[src/rtl/rst_sequencer.sv]
// rst_sequencer
//   Reset sequencer for FPGA top levels. It holds every downstream reset domain
//   in reset until the clock source is locked and a hold time has elapsed. It
//   then releases the domains one at a time, with channel 0 first. It returns to
//   reset on a debounced external request, a software request (only in RUN), or
//   a lock loss (only when the monitor is enabled). It also reports the cause of
//   the last reset.
//
//   Optional feature macro: RST_SEQ_LOCK_MONITOR_EN
//     defined   - lock loss in HOLD/RELEASE/RUN is a reset event (cause 01)
//     undefined - lock only gates the WAIT exit; later lock loss is ignored
//
// Ports
//   clk_i          in   free-running clock
//   rst_ni         in   asynchronous active-low power-on reset
//   pll_locked_i   in   clock generator lock (async, 2-flop synchronised)
//   ext_rst_req_i  in   external reset request (async, synchronised + debounced)
//   sw_rst_req_i   in   synchronous single-cycle software reset pulse
//   rst_no         out  per-domain active-low resets, bit 0 released first
//   rst_done_o     out  high in RUN once every channel is released
//   rst_cause_o    out  last reset cause: 00 POR, 01 lock loss, 10 ext, 11 sw
module rst_sequencer #(
    parameter int NumOut         = 2,
    parameter int HoldCycles     = 1000,
    parameter int StageGap       = 16,
    parameter int DebounceCycles = 64
) (
    input  logic              clk_i,
    input  logic              rst_ni,
    input  logic              pll_locked_i,
    input  logic              ext_rst_req_i,
    input  logic              sw_rst_req_i,
    output logic [NumOut-1:0] rst_no,
    output logic              rst_done_o,
    output logic [1:0]        rst_cause_o
);

    localparam int MaxHg  = (HoldCycles > StageGap) ? HoldCycles : StageGap;
    localparam int MaxCnt = (MaxHg > DebounceCycles) ? MaxHg : DebounceCycles;
    localparam int CntW   = $clog2(MaxCnt + 1);
    localparam int ChW    = (NumOut > 1) ? $clog2(NumOut) : 1;

    localparam logic [CntW-1:0]   HoldLast = CntW'(HoldCycles - 1);
    localparam logic [CntW-1:0]   GapLast  = CntW'(StageGap - 1);
    localparam logic [CntW-1:0]   DebTerm  = CntW'(DebounceCycles);
    localparam logic [ChW-1:0]    ChLast   = ChW'(NumOut - 1);
    localparam logic [NumOut-1:0] ChOne    = NumOut'(1);

    typedef enum logic [1:0] {
        ST_WAIT    = 2'd0,
        ST_HOLD    = 2'd1,
        ST_RELEASE = 2'd2,
        ST_RUN     = 2'd3
    } state_e;

    logic              lock_meta_q, lock_sync_q;
    logic              ext_meta_q, ext_sync_q;
    logic [CntW-1:0]   deb_cnt_q, deb_cnt_d;
    logic              ext_req_q;
    state_e            state_q;
    logic [CntW-1:0]   cnt_q;
    logic [ChW-1:0]    ch_q;
    logic [NumOut-1:0] rst_q;
    logic              done_q;
    logic [1:0]        cause_q;
    logic              lock_loss;
    logic              evt;
    logic [1:0]        evt_cause;

    // Two-flop synchronisers for the asynchronous inputs.
    always_ff @(posedge clk_i or negedge rst_ni) begin
        if (!rst_ni) begin
            lock_meta_q <= 1'b0;
            lock_sync_q <= 1'b0;
            ext_meta_q  <= 1'b0;
            ext_sync_q  <= 1'b0;
        end else begin
            lock_meta_q <= pll_locked_i;
            lock_sync_q <= lock_meta_q;
            ext_meta_q  <= ext_rst_req_i;
            ext_sync_q  <= ext_meta_q;
        end
    end

    // Debounce: count consecutive synced-high samples. The count saturates at the
    // terminal value so the request stays asserted while the input is held.
    always_comb begin
        deb_cnt_d = '0;
        if (ext_sync_q) begin
            deb_cnt_d = (deb_cnt_q == DebTerm) ? deb_cnt_q : deb_cnt_q + 1'b1;
        end
    end

    always_ff @(posedge clk_i or negedge rst_ni) begin
        if (!rst_ni) begin
            deb_cnt_q <= '0;
            ext_req_q <= 1'b0;
        end else begin
            deb_cnt_q <= deb_cnt_d;
            ext_req_q <= (deb_cnt_d == DebTerm);
        end
    end

`ifdef RST_SEQ_LOCK_MONITOR_EN
    assign lock_loss = ~lock_sync_q;
`else
    assign lock_loss = 1'b0;
`endif

    // Reset events are taken only outside WAIT. The cause priority is
    // lock loss > external > software.
    always_comb begin
        evt       = 1'b0;
        evt_cause = 2'b00;
        if (state_q != ST_WAIT) begin
            if (lock_loss) begin
                evt       = 1'b1;
                evt_cause = 2'b01;
            end else if (ext_req_q) begin
                evt       = 1'b1;
                evt_cause = 2'b10;
            end else if ((state_q == ST_RUN) && sw_rst_req_i) begin
                evt       = 1'b1;
                evt_cause = 2'b11;
            end
        end
    end

    // The sequencer FSM. All outputs are registered here.
    always_ff @(posedge clk_i or negedge rst_ni) begin
        if (!rst_ni) begin
            state_q <= ST_WAIT;
            cnt_q   <= '0;
            ch_q    <= '0;
            rst_q   <= '0;
            done_q  <= 1'b0;
            cause_q <= 2'b00;
        end else if (evt) begin
            state_q <= ST_WAIT;
            cnt_q   <= '0;
            ch_q    <= '0;
            rst_q   <= '0;
            done_q  <= 1'b0;
            cause_q <= evt_cause;
        end else begin
            case (state_q)
                ST_WAIT: begin
                    if (lock_sync_q && !ext_req_q) begin
                        state_q <= ST_HOLD;
                        cnt_q   <= '0;
                    end
                end
                ST_HOLD: begin
                    if (cnt_q == HoldLast) begin
                        cnt_q    <= '0;
                        rst_q[0] <= 1'b1;
                        // With a single channel, the first release is also the last one.
                        if (NumOut == 1) begin
                            state_q <= ST_RUN;
                            done_q  <= 1'b1;
                        end else begin
                            state_q <= ST_RELEASE;
                            ch_q    <= ChW'(1);
                        end
                    end else begin
                        cnt_q <= cnt_q + 1'b1;
                    end
                end
                ST_RELEASE: begin
                    if (cnt_q == GapLast) begin
                        cnt_q <= '0;
                        rst_q <= rst_q | (ChOne << ch_q);
                        if (ch_q == ChLast) begin
                            state_q <= ST_RUN;
                            done_q  <= 1'b1;
                        end else begin
                            ch_q <= ch_q + 1'b1;
                        end
                    end else begin
                        cnt_q <= cnt_q + 1'b1;
                    end
                end
                ST_RUN: begin
                    state_q <= ST_RUN;
                end
                default: state_q <= ST_WAIT;
            endcase
        end
    end

    assign rst_no      = rst_q;
    assign rst_done_o  = done_q;
    assign rst_cause_o = cause_q;

endmodule

[config.mk]
export PLATFORM = sky130hd
export DESIGN_NAME = rst_sequencer
export DESIGN_NICKNAME = d
export VERILOG_FILES = /design/src/rtl/rst_sequencer.sv
export SDC_FILE = /design/constraint.sdc
export NUM_CORES = 1
export LEC_CHECK = 0
export ABC_AREA = 1
export BUFFER_PORTS_ARGS = -buffer_cell sky130_fd_sc_hd__buf_2
export CAP_MARGIN = 5
export CELL_PAD_IN_SITES_DETAIL_PLACEMENT = 1
export CELL_PAD_IN_SITES_GLOBAL_PLACEMENT = 1
export CORE_ASPECT_RATIO = 1.5
export CORE_MARGIN = 2
export CORE_UTILIZATION = 35
export DETAILED_ROUTE_END_ITERATION = 7
export PLACE_DENSITY = 0.65
export SLEW_MARGIN = 15
export SYNTH_ARGS = -nofsm -noshare
export SYNTH_HDL_FRONTEND = slang
export SYNTH_SLANG_ARGS = --single-unit
[constraint.sdc]
create_clock -name clk_i -period 1.6 [get_ports clk_i]
set_clock_uncertainty 0.05 [all_clocks]
set_input_delay 0.16 -clock clk_i [delete_from_list [all_inputs] [get_ports clk_i]]
set_output_delay 0.16 -clock clk_i [all_outputs]
set_load 0.02 [all_outputs]
==> results of run 1 <==
-- sequential cells by signal, indices dropped and copies added, names as in the netlist --
register     cells
ch_q             1
cnt_q           10
deb_cnt_q       10
ext_meta_q       1
ext_req_q        1
ext_sync_q       1
lock_meta_q      1
lock_sync_q      1
rst_cause_o      2
rst_done_o       1
rst_no           2
state_q          2
-- power breakdown --
part | internal (W) | switching [W] | leakage [nW] | total [W]
clock network | 0.000619 | 0.000326 | 0.0681 | 0.000946
logic | 0.000848 | 0.00118 | 0.844 | 0.00203
registers | 0.000950 | 0.000103 | 0.429 | 0.00105
-- worst max-delay path: stages, from the launching register on --
cell      delay (ns)
dfrtp_1         0.44
ha_2            0.20
nand2_2         0.05
nand2_2         0.09
nand2_4         0.09
buf_6           0.13
o211ai_2        0.06
nand3b_1        0.19
nand2_1         0.12
o21ai_1         0.06
-- layout make-up --
cell class / instances / share of cell area, %
Multi-Input combinational cell: 173 / 40.60
Sequential cell: 33 / 31.31
Timing Repair Buffer: 44 / 12.22
Inverter: 50 / 7.485
Tap cell: 70 / 3.316
Clock buffer: 5 / 2.605
Clock inverter: 3 / 2.463
-- what timing repair did --
item | CTS | global route
pin swaps | 4 | 14
gates cloned | 0 | 1
setup endpoints to repair | 12 | 18
hold buffers | 3 | 0
setup buffers | 1 | 1
endpoints found under the hold margin | 35 | 0
gates resized for setup | 10 | 37
-- cell usage in the layout (no fill, tap or decap), types with 3 or more instances in the layout --
cell           netlist  layout
nor2_4               1       3
nand3_2              2       6
buf_2                1       9
o21ai_0             11       5
nor2_1              26      22
nand2_2              6      10
a21oi_1              7       5
dfrtp_1             33      32
dlygate4sd3_1        0       3
nand3_1             27      22
clkbuf_8             0       5
ha_1                 8       3
inv_1               46      42
nand4_1              8       8
nand2_1             53      49
nor2_2               1       3
o21ai_1              1       6
nand2_4              3       3
inv_2                4       6
ha_4                 0       3
buf_4                1      30
nor3_1               3       3
-- metrics by stage --
stage                     hold WS, ns  util [%]
after CTS                      0.1948     45.62
final                          0.1949     48.46
after detailed placement       0.1784     42.17
after floorplan               -0.1856         -
after global routing           0.2047     48.46
after global placement         0.1727     42.17
-- final timing paths --
check / start / endpoint / slack (ns) / depth (start not counted)
hold / removal: sw_rst_req_i / rst_cause_o[0] / 0.19 / 4
min in group asynchronous: rst_ni / deb_cnt_q[7] / 0.40 / 3
setup reg to reg: state_q[1] / state_q[1] / 0.01 / 9
max in group asynchronous: rst_ni / deb_cnt_q[0] / 0.76 / 3
hold reg to reg: lock_meta_q / lock_sync_q / 0.31 / 0
setup / recovery: state_q[1] / state_q[1] / 0.01 / 9
-- per-layer routing --
metal | vias to the layer above | share of wire, %
met4 | 0 | 2.5
met1 | 909 | 38
met3 | 10 | 1.5
met2 | 17 | 58
met5 | - | 0
li1 | 912 | -
-- cell families after synthesis --
logic type / after synthesis / share of synthesized area, %
buffers and inverters: 53 / 10.76
adder cells (fa/ha/maj): 8 / 5.096
XOR/XNOR: 1 / 0.4459
AO/OA/AOI/OAI: 25 / 7.452
flip-flops: 33 / 42.04
AND/OR/NAND/NOR: 138 / 34.20
==> impl_metrics.json, run 1 <==
{
  "first_pass_iters": 4,
  "cts_max_level": 2,
  "worst_slew_pin_slew_ns": 0.4597,
  "fin_crit_ns": 1.590,
  "yosys.area.top_type": "dfrtp_1",
  "synth_area_um2": 1964,
  "path_class": "flop to flop",
  "drtIter0Drc": 70,
  "fmaxAchievable_mhz": 628.8,
  "postSynthAreaPerCell_um2": 7.614,
  "wl_per_cell_um": 14.20,
  "synthCells": 258,
  "cp-end-kind": "flop",
  "multi_input_area_um2": 1072,
  "grtUsageMet2_pct": 34.52,
  "fin_crit_sh_pct": 99.40,
  "num_io_pins": 10,
  "synth_common_cells": "53 x nand2_1, 46 x inv_1, 33 x dfrtp_1",
  "fin_tns_setup_ns": 0,
  "die_area_um2": 6240,
  "yosys_warnings": 0,
  "grt_pass1_wl_mm": 8.431,
  "syn_to_final_growth_pct": 34.46,
  "fin_area_um2": 2641,
  "ys_ff_latch": 33,
  "worstHoldPathType": "input port to flop",
  "synth.most_common_cell": "nand2_1",
  "powerDensity_nw_per_um2": 1525,
  "first_global_vias": 1867,
  "yosysSeqAreaShare_pct": 42.04,
  "antenna_cells": 0,
  "maxSlewHeadroom_pct": 69.35,
  "hpwl_mm": 3.901,
  "num-fill-cells": 697,
  "synth_top_area_share_pct": 42.04,
  "synthFlopType": "dfrtp_1",
  "place_inst": 364,
  "hold_violations": 0,
  "grt_overflow": 0,
  "finalNonFillerCells": 378,
  "clkSlewWorstSetupHoldPaths_ns": 0.08,
  "track_usage_pct": 17.79,
  "setup_violations": 0,
  "crit_required_ns": 1.73,
  "dp_slack_ns": -0.1272,
  "finalWorstSetupSlack_ns": 0.009624,
  "rsz0062_at_grt": "yes",
  "routed_wl_mm": 5.369,
  "outcome": "finished, final reports clean",
  "synth_cell_types": 32,
  "numCtsBuffers": 5,
  "gp_congestion": 0.7813,
  "antenna_found_initial": 0,
  "port_buffers": 9,
  "cts_tree": "yes",
  "finalPower_w": 0.004028,
  "async_flop_share_pct": 100.0,
  "syn_nets": 271,
  "die_x_um": 65.17,
  "clockBufferDepth": 2,
  "maxCapViolCount": 0,
  "synth_edf_count": 0,
  "top_usage_layer": "met2",
  "regArea_um2": 827.0,
  "vdd_ir_drop_max_mv": 0.8453,
  "drc": 0,
  "floorplan.initialDensity_pct": 36.04,
  "antenna_left": 0,
  "chipHeight_um": 95.76,
  "vias": 1848,
  "cp.arrival_ns": 1.72,
  "layout-drive-gt1-share_pct": 32.14,
  "grt_max_degree": 34,
  "cp_max_fo": 7,
  "insertion_delay_ns": 0.28,
  "use_met1_pct": 18.58,
  "dpl-instance-area_um2": 2298,
  "synth_area_leaders": "dfrtp_1 42%, nand2_1 10%, inv_1 8.8%, nand3_1 6.9%, ha_1 5.1%",
  "core_um2": 5450,
  "use_met3_pct": 2.924,
  "p_leak_nw": 1.342,
  "root_buffer": "clkbuf_8",
  "clock_sink_count": 33,
  "setup.worst_path.start_class": "flop",
  "slew_viol_final": 0,
  "viasPerCell": 4.889,
  "nets": 320,
  "fp-row-count": 33
}
Power figures use the tool's default switching activity.
==> run 2, diff against run 1 <==
--- a/config.mk
+++ b/config.mk
@@ -12,9 +12,9 @@
 export CELL_PAD_IN_SITES_GLOBAL_PLACEMENT = 1
 export CORE_ASPECT_RATIO = 1.5
 export CORE_MARGIN = 2
-export CORE_UTILIZATION = 35
+export CORE_UTILIZATION = 45
 export DETAILED_ROUTE_END_ITERATION = 7
-export PLACE_DENSITY = 0.65
+export PLACE_DENSITY = 0.78
 export SLEW_MARGIN = 15
 export SYNTH_ARGS = -nofsm -noshare
 export SYNTH_HDL_FRONTEND = slang
==> constraint.sdc (replaced) <==
create_clock -name clk_i -period 1.64 [get_ports clk_i]
set_clock_uncertainty 0.05 [all_clocks]
set_input_delay 0.164 -clock clk_i [delete_from_list [all_inputs] [get_ports clk_i]]
set_output_delay 0.164 -clock clk_i [all_outputs]
set_load 0.02 [all_outputs]
==> run 2 against run 1 <==
- cell area shrank 9.6%
- sequential cell count is the same
- via count is 3.6% lower
- first-iteration DRC count down 19%
- global-route usage increased by 4.3 points
- power fell by 20%
- core utilization rose by 8.3 points
- largest cell class unchanged
- largest power group unchanged
==> impl_metrics.json, run 2 (synthesis results as in run 1) <==
{
  "layout-drive-gt1-share_pct": 26.87,
  "antenna_found_initial": 0,
  "num_io_pins": 10,
  "outcome": "finished, final reports clean",
  "viasPerCell": 5.241,
  "crit_path_max_incr_delay_ns": 0.36,
  "num-fill-cells": 521,
  "crit_path_start": "cnt_q[1]",
  "hpwl_mm": 3.722,
  "finalNonFillerCells": 340,
  "rsz0062_at_grt": "yes",
  "worstReg2RegEnd": "cnt_q[7]",
  "fmaxAchievable_mhz": 616.6,
  "final_common_cell": "nand2_1",
  "setup.worst_path.start_class": "flop",
  "reg_top3": "cnt_q: 10 flops, deb_cnt_q: 10 flops",
  "floorplan.initialDensity_pct": 46.67,
  "hold_violations": 0,
  "regArea_um2": 827.0,
  "antenna_left": 0,
  "core_um2": 4209,
  "vias": 1782,
  "fin_crit_ns": 1.622,
  "cts_max_level": 2,
  "port_buffers": 9,
  "clock_sink_count": 33,
  "slew_viol_final": 0,
  "p_leak_nw": 1.235,
  "nets": 306,
  "finalWorstSetupSlack_ns": 0.01832,
  "gp_congestion": 0.7907,
  "place_inst": 324,
  "cp-end-kind": "flop",
  "antenna_cells": 0,
  "multi_input_area_um2": 1011,
  "chipHeight_um": 84.92,
  "insertion_delay_ns": 0.29,
  "first_global_vias": 1808,
  "fin_crit_sh_pct": 98.88,
  "die_x_um": 57.95,
  "vdd_ir_drop_max_mv": 0.9548,
  "cts_tree": "yes",
  "die_area_um2": 4921,
  "grt_overflow": 0,
  "worst_slew_pin_slew_ns": 0.4412,
  "worstHoldPathType": "input port to flop",
  "grt_max_degree": 34,
  "path_class": "flop to flop",
  "powerDensity_nw_per_um2": 1355,
  "worstHoldPathCells": 3,
  "reg2reg_slack_ns": 0.02,
  "clockBufferDepth": 2,
  "rr_worst_depth": 10,
  "crit_required_ns": 1.77,
  "clkSlewWorstSetupHoldPaths_ns": 0.07,
  "root_buffer": "clkbuf_8",
  "track_usage_pct": 22.13,
  "wl_per_cell_um": 15.65,
  "fp-row-count": 29,
  "maxSlewHeadroom_pct": 70.59,
  "finalPower_w": 0.003237,
  "reg2reg_from": "cnt_q[1]",
  "numCtsBuffers": 5,
  "routed_wl_mm": 5.320,
  "path_cells": "ha_2, nand2_4, nor2_4, nand4_1, nand2_2, nand2_4, nand2_2, nand2_1, o21ai_1, inv_1",
  "dp_slack_ns": -0.02910,
  "cp_max_fo": 5,
  "syn_to_final_growth_pct": 21.59,
  "crit_end": "cnt_q[7]",
  "drtIter0Drc": 57,
  "cp.arrival_ns": 1.75,
  "setup_violations": 0,
  "grt_pass1_wl_mm": 8.162,
  "first_pass_iters": 4,
  "fin_util_pct": 56.75,
  "mostFrequentLayoutCells": "50 x nand2_1, 42 x inv_1, 32 x dfrtp_1",
  "drc": 0,
  "maxCapViolCount": 0,
  "slowest_stage": "dfrtp_1"
}
run 2: final cells by class:
type	count	share of cell area [%]
Inverter	50	8.067
Sequential cell	33	34.63
Clock buffer	5	2.881
Tap cell	46	2.410
Clock inverter	3	0.7334
Multi-Input combinational cell	173	42.33
Timing Repair Buffer	30	8.958
run 2: worst min-delay path by stage:
stage | start | slack, ns | endpoint
finish | sw_rst_req_i | 0.13 | rst_cause_o[0]
detailed placement | rst_ni | 0.17 | cnt_q[2]
global route | sw_rst_req_i | 0.14 | rst_cause_o[0]
floorplan | rst_ni | -0.18 | ch_q
CTS | sw_rst_req_i | 0.14 | rst_cause_o[0]
global placement | rst_ni | 0.17 | cnt_q[5]
run 2: metrics by stage:
| step | TNS, ns | hold WS [ns] | instance area [µm²] |
|---|---|---|---|
| after floorplan | 0 | -0.1816 | 1964 |
| after global placement | 0 | 0.1670 | 2148 |
| after detailed placement | -0.05541 | 0.1721 | 2148 |
| after CTS | 0 | 0.1421 | 2272 |
| after global routing | -0.5995 | 0.1428 | 2389 |
| final | 0 | 0.1283 | 2389 |
run 2: per-layer routing:
| layer | routed length (µm) | up-vias | track usage [%] |
|---|---|---|---|
| met5 | 0 | - | 0 |
| met3 | 94 | 11 | 3.201 |
| li1 | - | 883 | - |
| met4 | 140 | 0 | 8.879 |
| met1 | 1985 | 866 | 23.31 |
| met2 | 3099 | 22 | 42.25 |
run 2: worst max-delay path, delay by kind of cell, from the launching register on:
family,cells,cell delay [ns]
flip-flops,1,0.36
buffers and inverters,1,0.06
AO/OA/AOI/OAI,1,0.08
adder cells (fa/ha/maj),1,0.21
AND/OR/NAND/NOR,7,0.74
run 2: what timing repair did:
action,4_1_cts,5_1_grt
endpoints found under the hold margin,35,0
hold buffers,3,0
pin swaps,1,13
gates resized for setup,3,29
endpoints found under the setup margin,5,15
gates cloned,0,1
buffers inserted,0,4
run 2: power breakdown:
group | switching, W | internal, W
combinational | 0.00102 | 0.000587
sequential | 0.0000881 | 0.000927
clock | 0.000324 | 0.000293
==> run 3, diff against run 2 <==
--- a/config.mk
+++ b/config.mk
@@ -11,10 +11,10 @@
 export CELL_PAD_IN_SITES_DETAIL_PLACEMENT = 1
 export CELL_PAD_IN_SITES_GLOBAL_PLACEMENT = 1
 export CORE_ASPECT_RATIO = 1.5
-export CORE_MARGIN = 2
 export CORE_UTILIZATION = 45
 export DETAILED_ROUTE_END_ITERATION = 7
 export PLACE_DENSITY = 0.78
+export SETUP_SLACK_MARGIN = 0.4
 export SLEW_MARGIN = 15
 export SYNTH_ARGS = -nofsm -noshare
 export SYNTH_HDL_FRONTEND = slang
==> run 3 against run 2 <==
- core utilization up 7.8 points
- highest routed layer unchanged
- largest power group unchanged
- setup slack better by 0.0017 ns
- critical endpoint is now state_q[1]
- sequential share of layout area is 4.0 points lower
- combinational power rose by 16%
==> impl_metrics.json, run 3 (synthesis results as in run 1) <==
{
  "first_global_vias": 1883,
  "crit_required_ns": 1.76,
  "outcome": "finished, final reports clean",
  "maxCapViolCount": 0,
  "hold_violations": 0,
  "fin_crit_sh_pct": 98.78,
  "insertion_delay_ns": 0.29,
  "nets": 315,
  "clkSlewWorstSetupHoldPaths_ns": 0.07,
  "floorplan.initialDensity_pct": 46.67,
  "seq_power_share_pct": 29.4,
  "fin_tns_setup_ns": 0,
  "reg_top3": "cnt_q: 10 flops, deb_cnt_q: 10 flops",
  "cts_max_level": 2,
  "die_area_um2": 4639,
  "gp_congestion": 0.7821,
  "place_inst": 322,
  "viasPerCell": 5.232,
  "fmaxAchievable_mhz": 617.3,
  "final_common_cell": "nand2_1",
  "grt_overflow": 0,
  "rsz0062_at_grt": "yes",
  "vdd_ir_drop_max_mv": 1.074,
  "fin_util_pct": 64.51,
  "fin_crit_ns": 1.620,
  "grt_pass1_wl_mm": 8.549,
  "routed_wl_mm": 5.625,
  "layout-drive-gt1-share_pct": 44.55,
  "crit_path_max_incr_delay_ns": 0.43,
  "antenna_left": 0,
  "reg2reg_slack_ns": 0.02,
  "worst_slew_pin_slew_ns": 0.5098,
  "numCtsBuffers": 5,
  "wl_per_cell_um": 16.12,
  "swShare_pct": 43.83,
  "cp.arrival_ns": 1.74,
  "cp-end-kind": "flop",
  "fp-row-count": 29,
  "slew_viol_final": 0,
  "antenna_cells": 0,
  "track_usage_pct": 24.12,
  "vias": 1826,
  "reg2reg_from": "state_q[0]",
  "p_leak_nw": 1.314,
  "slowest_stage": "dfrtp_1",
  "clock_sink_count": 33,
  "cpLargestDelayFamily": "simple AND/OR/NAND/NOR gates",
  "mostFrequentLayoutCells": "38 x nand2_1, 33 x inv_1, 28 x dfrtp_1",
  "num_io_pins": 10,
  "clockBufferDepth": 2,
  "num-fill-cells": 507,
  "hp-start": "sw_rst_req_i",
  "first_pass_iters": 4,
  "worstHoldPathType": "input port to flop",
  "root_buffer": "clkbuf_8",
  "comb_power_share_pct": 53.3,
  "path_class": "flop to flop",
  "grt_max_degree": 34,
  "drc": 0,
  "cp_max_fo": 6,
  "critical_path_buf_inv_count": 1,
  "crit_path_start": "state_q[0]",
  "finalNonFillerCells": 349,
  "cts_tree": "yes",
  "powerDensity_nw_per_um2": 1289,
  "dp_slack_ns": -0.05752,
  "chipHeight_um": 82.92,
  "syn_to_final_growth_pct": 38.22,
  "worst_path_most_repeated_cell": "nand2_2",
  "setup.worst_path.start_class": "flop",
  "port_buffers": 9,
  "internal-power_w": 0.001965,
  "maxSlewHeadroom_pct": 66.02,
  "pwr-share-clk_pct": 17.3,
  "fin_hold_ws_ns": 0.1826,
  "core_um2": 4209,
  "die_x_um": 55.95,
  "power.switching_w": 0.001534,
  "setup_violations": 0,
  "finalWorstSetupSlack_ns": 0.02006,
  "hpwl_mm": 3.625,
  "drtIter0Drc": 33,
  "antenna_found_initial": 0,
  "path_cells": "ha_2, nand2_2, nand2_2, nand2_4, buf_6, o211ai_2, nand3b_1, nand2_1, o21ai_0"
}
==> run 3: cell types whose count changed in the layout (fill, tap and decap cells not counted), sizes merged <==
cell / previous run / this run
nand2: 63 / 62
buf: 27 / 36
inv: 50 / 51
==> run 3: final timing paths <==
check,end,cells past startpoint
max in group asynchronous,state_q[1],3
hold reg to reg,lock_sync_q,0
setup reg to reg,state_q[1],9
setup / recovery,state_q[1],9
min in group asynchronous,state_q[0],3
hold / removal,rst_cause_o[0],4
==> run 3: worst reg2reg max path, stage by stage (launching register included) <==
cell and delay, ns:
dfrtp_1 0.43, ha_2 0.22, nand2_2 0.06, nand2_2 0.08, nand2_4 0.08, buf_6 0.13
o211ai_2 0.07, nand3b_1 0.20, nand2_1 0.10, o21ai_0 0.08
==> run 3: metal layers <==
layer | vias up | global-route usage [%] | part of all wire (%) | routed length [µm]
met1 | 900 | 24.95 | 37 | 2055
met2 | 15 | 46.44 | 59 | 3341
li1 | 902 | - | - | -
met4 | 0 | 11.31 | 2.8 | 160
met5 | - | 0 | 0 | 0
met3 | 9 | 3.271 | 1.2 | 68
==> run 3: area by class of cell <==
| cell class | instances | area (µm²) | share of cell area (%) |
|---|---|---|---|
| Inverter | 50 | 195.2 | 7.189 |
| Multi-Input combinational cell | 172 | 1226 | 45.16 |
| Sequential cell | 33 | 832.0 | 30.65 |
| Timing Repair Buffer | 39 | 311.5 | 11.47 |
| Timing Repair inverter | 1 | 6.256 | 0.2304 |
| Tap cell | 46 | 57.56 | 2.120 |
| Clock inverter | 3 | 17.52 | 0.6452 |
| Clock buffer | 5 | 68.82 | 2.535 |
==> run 3: timing repair <==
action,4_1_cts,5_1_grt
hold endpoints to repair,35,0
setup buffers,8,7
gates resized for setup,40,55
setup endpoints to repair,25,29
gates cloned,1,0
pin swaps,17,26
hold buffers,3,0
==> run 3: power by group through the flow <==
stage | logic, W | registers, W | clock network (W)
after global routing | 0.00204 | 0.00104 | 0.000655
after floorplan | 0.00105 | 0.00107 | 0
after CTS | 0.00177 | 0.00102 | 0.000628
final | 0.00186 | 0.00103 | 0.000606
after global placement | 0.00140 | 0.00103 | 0
after detailed placement | 0.00143 | 0.00103 | 0
==> run 3: through the flow <==
step,instance area [µm²],power [W]
3_3_place_gp,2160,0.002425
4_1_cts,2506,0.003419
2_1_floorplan,1991,0.002118
3_5_place_dp,2160,0.002468
6_report,2715,0.003499
5_1_grt,2715,0.003745
